## config.mk

```make
export PLATFORM = sky130hd
export DESIGN_NAME = div_request_sequencer
export DESIGN_NICKNAME = d
export VERILOG_FILES = /design/src/rtl/div_request_sequencer.sv
export SDC_FILE = /design/constraint.sdc
export NUM_CORES = 1
export LEC_CHECK = 0
export ABC_AREA = 1
export CAP_MARGIN = 25
export CORE_AREA = 2 2 165 167
export CTS_CLUSTER_DIAMETER = 100
export DETAILED_ROUTE_END_ITERATION = 6
export DIE_AREA = 0 0 167 169
export DONT_BUFFER_PORTS = 1
export SLEW_MARGIN = 20
export SYNTH_ARGS = -nofsm -noshare
export SYNTH_HDL_FRONTEND = slang
export SYNTH_SLANG_ARGS = --single-unit
```

## constraint.sdc

```tcl
create_clock -name clk_in -period 6.72 [get_ports clk_in]
set_input_delay 1.344 -clock clk_in [delete_from_list [all_inputs] [get_ports clk_in]]
set_output_delay 1.344 -clock clk_in [all_outputs]
set_load 0.05 [all_outputs]
```

## src/rtl/div_request_sequencer.sv

```systemverilog
// Two-client front end for a shared iterative divider: round-robin arbitration,
// one request in flight, divide-by-zero short-circuit and divider response timeout.
module div_request_sequencer #(
    parameter int WIDTH    = 32,
    parameter int OUT_SIZE = 20,
    parameter int TIMEOUT  = 48
) (
    input  logic                       clk_in,
    input  logic                       rst_n_in,
    // client A
    input  logic                       a_valid_in,
    input  logic signed [WIDTH-1:0]    a_dividend_in,
    input  logic signed [WIDTH-1:0]    a_divisor_in,
    output logic                       a_ready_out,
    output logic [OUT_SIZE-1:0]        a_quotient_out,
    output logic                       a_valid_out,
    output logic                       a_error_out,
    // client B
    input  logic                       b_valid_in,
    input  logic signed [WIDTH-1:0]    b_dividend_in,
    input  logic signed [WIDTH-1:0]    b_divisor_in,
    output logic                       b_ready_out,
    output logic [OUT_SIZE-1:0]        b_quotient_out,
    output logic                       b_valid_out,
    output logic                       b_error_out,
    // divider side
    output logic [WIDTH-1:0]           div_dividend_out,
    output logic [WIDTH-1:0]           div_divisor_out,
    output logic                       div_valid_out,
    input  logic                       div_busy_in,
    input  logic [OUT_SIZE-1:0]        div_quotient_in,
    input  logic                       div_valid_in
);

    localparam logic [1:0] S_IDLE    = 2'd0;
    localparam logic [1:0] S_ISSUE   = 2'd1;
    localparam logic [1:0] S_WAIT    = 2'd2;
    localparam logic [1:0] S_RESPOND = 2'd3;

    localparam int CW = $clog2(TIMEOUT + 1);

    logic [1:0]          state;
    logic [1:0]          rst_sync;
    logic                run;
    logic                owner;      // 0 = A, 1 = B
    logic                last_b;     // last served client was B
    logic [CW-1:0]       wait_cnt;
    logic [OUT_SIZE-1:0] res_q;
    logic                res_err;
    logic                grant_a;
    logic                grant_b;
    logic [WIDTH-1:0]    sel_dividend;
    logic [WIDTH-1:0]    sel_divisor;

    // Deassertion of the async reset is retimed before requests are granted.
    always_ff @(posedge clk_in or negedge rst_n_in) begin
        if (!rst_n_in) begin
            rst_sync <= '0;
        end else begin
            rst_sync <= {rst_sync[0], 1'b1};
        end
    end

    assign run = rst_sync[1];

    always_comb begin
        grant_a = 1'b0;
        grant_b = 1'b0;
        if (state == S_IDLE && run) begin
            if (a_valid_in && (!b_valid_in || last_b)) begin
                grant_a = 1'b1;
            end else if (b_valid_in) begin
                grant_b = 1'b1;
            end
        end
    end

    assign a_ready_out   = grant_a;
    assign b_ready_out   = grant_b;
    assign sel_dividend  = grant_b ? b_dividend_in : a_dividend_in;
    assign sel_divisor   = grant_b ? b_divisor_in  : a_divisor_in;
    assign div_valid_out = (state == S_ISSUE) && !div_busy_in;

    always_ff @(posedge clk_in or negedge rst_n_in) begin
        if (!rst_n_in) begin
            state            <= S_IDLE;
            owner            <= 1'b0;
            last_b           <= 1'b1;
            wait_cnt         <= '0;
            res_q            <= '0;
            res_err          <= 1'b0;
            div_dividend_out <= '0;
            div_divisor_out  <= '0;
            a_quotient_out   <= '0;
            a_valid_out      <= 1'b0;
            a_error_out      <= 1'b0;
            b_quotient_out   <= '0;
            b_valid_out      <= 1'b0;
            b_error_out      <= 1'b0;
        end else begin
            a_valid_out <= 1'b0;
            b_valid_out <= 1'b0;
            case (state)
                S_IDLE: begin
                    if (grant_a || grant_b) begin
                        owner            <= grant_b;
                        div_dividend_out <= sel_dividend;
                        div_divisor_out  <= sel_divisor;
                        if (sel_divisor == '0) begin
                            res_q   <= '1;
                            res_err <= 1'b1;
                            state   <= S_RESPOND;
                        end else begin
                            state   <= S_ISSUE;
                        end
                    end
                end
                S_ISSUE: begin
                    if (!div_busy_in) begin
                        wait_cnt <= '0;
                        state    <= S_WAIT;
                    end
                end
                S_WAIT: begin
                    // A divider result on the timeout cycle still wins.
                    if (div_valid_in) begin
                        res_q   <= div_quotient_in;
                        res_err <= 1'b0;
                        state   <= S_RESPOND;
                    end else if (wait_cnt == CW'(TIMEOUT - 1)) begin
                        res_q   <= '0;
                        res_err <= 1'b1;
                        state   <= S_RESPOND;
                    end else begin
                        wait_cnt <= wait_cnt + CW'(1);
                    end
                end
                S_RESPOND: begin
                    // Response outputs are registered: the pulse appears the cycle after RESPOND.
                    if (owner) begin
                        b_valid_out    <= 1'b1;
                        b_quotient_out <= res_q;
                        b_error_out    <= res_err;
                    end else begin
                        a_valid_out    <= 1'b1;
                        a_quotient_out <= res_q;
                        a_error_out    <= res_err;
                    end
                    last_b <= owner;
                    state  <= S_IDLE;
                end
                default: state <= S_IDLE;
            endcase
        end
    end

endmodule
```

==> reports/qor.csv, run 1 <==
metric,value,unit
area of the multi-input gates,2520,sq um
count of input and output buffers,0,
relative area change from synthesis to final layout,14.3,%
required time worst endpoint,5380,ps
Tightest Pin Transition,982,ps
Period minus WS final,4530,ps
number of placed instances with taps included,1124,
Max stage delay on crit path,720,ps
worst supply voltage drop on vdd,0.324,mV
Skew-Pair Late Insertion Delay,410,ps
share of the core filled with cells,0.283,
routability cong.,0.838,
share of final-layout standard cells stronger than drive strength 1,0.0564,
number of enable flip-flop cells after synthesis,0,
final-report hold violation count,0,
antenna violation net count after detailed routing,0,
Synth Net Count,982,
status,"complete, no violations",
drt initial violations,348,
Post-synth top cells,"sky130_fd_sc_hd__nand2_1, sky130_fd_sc_hd__dfrtp_1, sky130_fd_sc_hd__nand3_1, sky130_fd_sc_hd__o21ai_0, sky130_fd_sc_hd__inv_1",
Internal Power,0.00220,W
Power Density,601,nW/um^2
startpoint kind of the worst setup timing path,input pin,
residual overflow from global routing,0,
most common cell in the netlist,sky130_fd_sc_hd__nand2_1,
total vias in the final route,5250,
Max Root-Sink Buffers,2,
Initial Util,0.247,
remaining routing DRC violations,0,
"critical path, cell by cell",inv_1 -> nor2_2 -> buf_4 -> nand2_2 -> inv_1 -> buf_4,
largest net degree at the start of global routing,142,
buffers plus inverters on the worst setup path,4,
diode insertion count for antenna repair,0,
Clock power frac,0.234,
number of CTS-inserted buffers,17,
Core Footprint,26500,sq um
total track usage,0.127,
setup repair after global routing missed its margin,false,
synthesized instance count,822,
cts-stage hold buffer count,0,
hold depth,0,
post-synth design cell area,6550,sq um
Setup-failing EPs final,0,
HPWL after detailed placement,12800,um
Switching Fraction,0.511,
CTS tree,done,
CP max stage cell,sky130_fd_sc_hd__inv_1,
crit share post-route,0.674,
minimum setup slack among reg-to-reg paths,2760,ps
via count of the first global-routing pass,4980,
die span in y,169,um
non-filler cells in the finished layout,1156,
die extent in x,167,um
Min-Delay Path Class,reg2reg,
largest fanout of any net on the critical path,30,
signal arrival time at the worst endpoint,3180,ps
switching component of the power,0.00230,W
worst clock skew,11.8,ps
static leakage,3.74,nW
CTS root buf,sky130_fd_sc_hd__clkbuf_16,
share of flip-flops with an asynchronous set or reset after synthesis,1.00,
area taken by flip-flops and latches,3530,sq um
Synth area leader,sky130_fd_sc_hd__dfrtp_1,
part of the total power dissipated in sequential elements,0.562,
"Avg Cell Area, Syn",7.97,sq um
CP endpoint kind,output pin,
htree depth,4,
share of power burned in combinational logic,0.203,
Max Fclk,221,MHz
CTS sink cnt,141,
row cnt,60,
initial antenna violation count,1,
Pre-Repair DR Iteration Count,4,
"Warnings, synthesis",0,
first-pass GRT wire length,28300,um
post-synthesis cell type count,25,
Total Die Area,28200,sq um
DR vias/cell,4.54,
count of fill cells added during filler insertion,2818,
number of nets in the finished design,962,
Post-CTS Setup Inserts,0,
number of I/O pins,265,
power consumption,0.00450,W
top cell type's share of synthesized area,0.535,
total negative slack,0,ps
"top cells by area, synth","sky130_fd_sc_hd__dfrtp_1, sky130_fd_sc_hd__nand2_1, sky130_fd_sc_hd__nand3_1",
post-cts gate resize count,0,
start-to-end type of the worst setup path,in2out,
number of cells on the critical path,6,
number of slew-limit violations in the final report,0,
max-cap check violation count,0,
share of synthesized area occupied by flip-flops and latches,0.539,
family of cells with the greatest summed delay on the critical path,buffers and inverters,
total routed wirelength,18200,um
clock input transition at the sequential cells of the worst setup and hold paths,60,ps
total of flip-flops plus latches after synthesis,141,
worst-case headroom to the max-slew limit,0.345,
depth of the worst register-to-register path,17,
routed length per placed instance,15.7,um
most instantiated flip-flop cell in the synthesis netlist,sky130_fd_sc_hd__dfrtp_1,
path summary, 6_finish.rpt:
check / end / startpoint
max reg2reg: res_q[0] / state[0]
min: rst_sync[1] / rst_sync[0]
min reg2reg: rst_sync[1] / rst_sync[0]
max in group asynchronous: last_b / rst_n_in
max: b_ready_out / b_valid_in
min in group asynchronous: b_quotient_out[5] / rst_n_in
cell families (layout without fill, tap and decap cells):
group / after synthesis / in the layout / synth area share
AOI/OAI and AO/OA: 96 / 96 / 0.0745
adders and majority gates: 6 / 6 / 0.0115
buffers and inverters: 122 / 115 / 0.0773
DFF: 141 / 141 / 0.539
other: 1 / 1 / 0.000572
and+or+nand+nor: 456 / 456 / 0.298
layer usage:
metal / track usage / vias up / wire length, um
met5: 0 / - / 13
met4: 0.0364 / 2 / 138
met3: 0.0505 / 12 / 1610
met2: 0.197 / 208 / 8460
met1: 0.165 / 2476 / 7960
li1: - / 2552 / -
per-stage QoR:
stage / hold slack, ps / setup WS (ps) / area, sq um
2_1_floorplan: 331 / 2810 / 6550
3_3_place_gp: 333 / 2160 / 6810
3_5_place_dp: 338 / 2100 / 6840
4_1_cts: 353 / 2190 / 7490
5_1_grt: 370 / 2040 / 7490
6_report: 350 / 2190 / 7490
cells in the final DEF (no fill, tap or decap):
cell type	instances
sky130_fd_sc_hd__nor3b_1	2
sky130_fd_sc_hd__a21oi_1	3
sky130_fd_sc_hd__nand4_1	1
sky130_fd_sc_hd__nor2_2	1
sky130_fd_sc_hd__buf_16	1
sky130_fd_sc_hd__a21oi_2	1
sky130_fd_sc_hd__o21ai_1	4
sky130_fd_sc_hd__clkbuf_1	2
sky130_fd_sc_hd__inv_1	73
sky130_fd_sc_hd__o21a_1	1
sky130_fd_sc_hd__nand3b_1	27
sky130_fd_sc_hd__inv_6	2
sky130_fd_sc_hd__o21ai_0	84
sky130_fd_sc_hd__o22ai_1	2
sky130_fd_sc_hd__inv_2	1
sky130_fd_sc_hd__dfrtp_1	140
sky130_fd_sc_hd__clkinvlp_4	2
sky130_fd_sc_hd__nand2_1	316
sky130_fd_sc_hd__bufinv_16	5
sky130_fd_sc_hd__ha_1	6
sky130_fd_sc_hd__dfstp_2	1
sky130_fd_sc_hd__nor3_1	4
sky130_fd_sc_hd__clkbuf_16	17
sky130_fd_sc_hd__nor2_1	13
sky130_fd_sc_hd__clkinv_2	1
sky130_fd_sc_hd__conb_1	1
sky130_fd_sc_hd__buf_4	8
sky130_fd_sc_hd__nand3_1	89
sky130_fd_sc_hd__a21o_1	1
sky130_fd_sc_hd__clkinv_4	3
sky130_fd_sc_hd__nand2_2	3
worst reg2reg max path: stages, from the launching register on:
cell	delay (ps)
sky130_fd_sc_hd__dfrtp_1	410
sky130_fd_sc_hd__inv_1	130
sky130_fd_sc_hd__ha_1	270
sky130_fd_sc_hd__nand2_1	90
sky130_fd_sc_hd__nor2_2	80
sky130_fd_sc_hd__buf_4	320
sky130_fd_sc_hd__nand2_2	290
sky130_fd_sc_hd__buf_4	370
sky130_fd_sc_hd__o21ai_1	350
sky130_fd_sc_hd__nand2_1	120
sky130_fd_sc_hd__nor2_1	90
sky130_fd_sc_hd__nand2_1	70
sky130_fd_sc_hd__nor2_1	140
sky130_fd_sc_hd__nand2_1	160
sky130_fd_sc_hd__nand2_2	370
sky130_fd_sc_hd__nand2_2	360
sky130_fd_sc_hd__nand2_1	170
sky130_fd_sc_hd__nand2_1	70
cell type report:
type                            instances  area share
Sequential cell                       141       0.471
Tap cell                              341      0.0570
Timing Repair Buffer                    9      0.0117
Clock buffer                           19      0.0578
Multi-Input combinational cell        559       0.337
Inverter                               74      0.0371
Clock inverter                         13      0.0286
power by group through the flow:
stage | Sequential (W) | Clock, W | Combinational, W
floorplan | 0.00245 | 0 | 0.000773
global placement | 0.00256 | 0 | 0.000887
detailed placement | 0.00255 | 0 | 0.000933
CTS | 0.00254 | 0.00109 | 0.000934
global route | 0.00259 | 0.00113 | 0.00108
finish | 0.00253 | 0.00105 | 0.000915
state kept, by name, indices dropped and copies added, names as in the netlist:
name,count
rst_sync,2
a_valid_out,1
b_quotient_out,20
res_q,20
b_error_out,1
a_quotient_out,20
owner,1
b_valid_out,1
last_b,1
a_error_out,1
wait_cnt,6
div_dividend_out,32
state,2
res_err,1
div_divisor_out,32
Power figures use the tool's default switching activity.
==> run 2, diff against run 1 <==
==> constraint.sdc (replaced) <==
create_clock -name clk_in -period 4.55 [get_ports clk_in]
set_input_delay 0.91 -clock clk_in [delete_from_list [all_inputs] [get_ports clk_in]]
set_output_delay 0.91 -clock clk_in [all_outputs]
set_load 0.05 [all_outputs]
==> run 2 against run 1 <==
Total power is 41% higher. Clock skew is 5.7 ps higher. Via count is 2.1% lower. Critical path type is now reg2out. Highest routed layer unchanged.
==> reports/qor.csv, run 2 (synthesis results as in run 1) <==
metric,value,unit,change
status,"complete, no violations",,
antenna violation net count after detailed routing,0,,unchanged
Power Density,863,nW/um^2,+44%
largest registers in the final layout,"div_dividend_out: 32 flops, div_divisor_out: 32 flops",,
row cnt,60,,unchanged
Tightest Pin Transition,1040,ps,+57.3 ps
htree depth,4,,unchanged
largest fanout of any net on the critical path,39,,+30%
"top library cells by usage in the layout, fill and taps aside","sky130_fd_sc_hd__nand2_1, sky130_fd_sc_hd__dfrtp_1, sky130_fd_sc_hd__nand3_1",,
Skew-Pair Late Insertion Delay,420,ps,about the same
clock input transition at the sequential cells of the worst setup and hold paths,60,ps,about the same
total vias in the final route,5141,,-2.1%
Total Die Area,28200,sq um,unchanged
drt initial violations,310,,-11%
final-report hold violation count,0,,unchanged
routability cong.,0.764,,-8.8%
initial antenna violation count,1,,unchanged
Max Root-Sink Buffers,2,,unchanged
non-filler cells in the finished layout,1157,,+0.087%
minimum setup slack among reg-to-reg paths,970,ps,-1790 ps
power consumption,0.00636,W,+41%
CTS root buf,sky130_fd_sc_hd__clkbuf_16,,
Pre-Repair DR Iteration Count,5,,+1
CTS sink cnt,141,,unchanged
number of nets in the finished design,964,,+0.21%
worst-case headroom to the max-slew limit,0.307,,-0.0382
die extent in x,167,um,unchanged
share of final-layout standard cells stronger than drive strength 1,0.0588,,+0.00238
Core Footprint,26500,sq um,unchanged
die span in y,169,um,unchanged
residual overflow from global routing,0,,unchanged
worst clock skew,17.5,ps,+5.73 ps
total track usage,0.126,,-0.00152
number of CTS-inserted buffers,17,,unchanged
number of placed instances with taps included,1126,,+0.18%
largest net degree at the start of global routing,142,,unchanged
Post-CTS Setup Inserts,0,,unchanged
worst hold slack,187,ps,-162 ps
required time worst endpoint,3640,ps,-1740 ps
DR vias/cell,4.44,,-2.2%
Max stage delay on crit path,790,ps,+70 ps
crit share post-route,0.869,,
count of fill cells added during filler insertion,2868,,+1.8%
Max Fclk,253,MHz,
static leakage,3.69,nW,-1.2%
"most common cell after layout, fill and taps aside",sky130_fd_sc_hd__nand2_1,,
diode insertion count for antenna repair,0,,unchanged
HPWL after detailed placement,12900,um,+0.68%
total negative slack,0,ps,unchanged
Period minus WS final,3950,ps,
signal arrival time at the worst endpoint,3040,ps,-140 ps
remaining routing DRC violations,0,,unchanged
number of slew-limit violations in the final report,0,,unchanged
post-cts gate resize count,0,,unchanged
setup repair after global routing missed its margin,false,,
max-cap check violation count,0,,unchanged
start-to-end type of the worst setup path,reg2out,,
CTS tree,done,,
number of I/O pins,265,,unchanged
via count of the first global-routing pass,4944,,-0.72%
CP endpoint kind,output pin,,
area taken by flip-flops and latches,3530,sq um,unchanged
routed length per placed instance,15.5,um,-1.5%
worst supply voltage drop on vdd,0.425,mV,+31%
Min-Delay Path Class,in2async,,
total routed wirelength,17900,um,-1.4%
Initial Util,0.247,,unchanged
"critical path, cell by cell",inv_1 -> ha_1 -> nand2_1 -> nor2_2 -> nand2_2 -> inv_1 -> buf_4,,
area of the multi-input gates,2520,sq um,unchanged
cts-stage hold buffer count,0,,unchanged
relative area change from synthesis to final layout,12.5,%,
Worst path most repeated cell,sky130_fd_sc_hd__inv_1,,
count of input and output buffers,0,,unchanged
Setup-failing EPs final,0,,unchanged
startpoint kind of the worst setup timing path,register,,
CP max stage cell,sky130_fd_sc_hd__inv_1,,
first-pass GRT wire length,28100,um,-0.66%
==> run 2: where the power goes <==
| part | internal [W] | switching, W |
|---|---|---|
| Combinational | 0.000463 | 0.000878 |
| Clock | 0.000713 | 0.000565 |
| Sequential | 0.00180 | 0.00195 |
==> run 2: final timing paths <==
kind | start | to | depth (start not counted)
worst max register to register | state[0] | res_q[19] | 11
min in group clk_in | rst_sync[0] | rst_sync[1] | 0
worst max-delay path | state[0] | b_ready_out | 7
max in group asynchronous | rst_n_in | last_b | 0
worst min-delay path | rst_n_in | a_quotient_out[4] | 0
worst min register to register | rst_sync[0] | rst_sync[1] | 0
==> run 2: metal layers <==
metal	part of all wire	up-vias	global-route usage
met5	0.00073	-	0
met4	0.011	2	0.0326
met3	0.084	16	0.0465
met2	0.46	218	0.194
met1	0.44	2341	0.168
li1	-	2564	-
==> run 2: through the flow <==
stage / setup WS [ps] / util / instance area, sq um
after floorplan: 1510 / - / 6550
after global placement: 808 / 0.258 / 6830
after detailed placement: 719 / 0.258 / 6840
after CTS: 482 / 0.278 / 7370
after global routing: 259 / 0.278 / 7370
final: 596 / 0.278 / 7370
==> run 2: final cells by class <==
cell class / count / area share
Inverter: 74 / 0.0377
Clock inverter: 12 / 0.0119
Timing Repair Buffer: 11 / 0.0122
Multi-Input combinational cell: 559 / 0.342
Sequential cell: 141 / 0.479
Clock buffer: 19 / 0.0601
Tap cell: 341 / 0.0579
==> run 2: critical path, delay by kind of cell (launching register included) <==
family | cells | cell delay [ps]
flip-flops | 1 | 400
buffers and inverters | 3 | 1290
adder cells (fa/ha/maj) | 1 | 280
AND/OR/NAND/NOR | 3 | 660
==> run 3, diff against run 2 <==
--- a/config.mk
+++ b/config.mk
@@ -12,6 +12,7 @@
 export DETAILED_ROUTE_END_ITERATION = 6
 export DIE_AREA = 0 0 167 169
 export DONT_BUFFER_PORTS = 1
+export SKIP_CTS_REPAIR_TIMING = 1
 export SLEW_MARGIN = 20
 export SYNTH_ARGS = -nofsm -noshare
 export SYNTH_HDL_FRONTEND = slang
==> results of run 3 <==
Same layout as run 2: the final DEF is identical, and so are final timing and power.
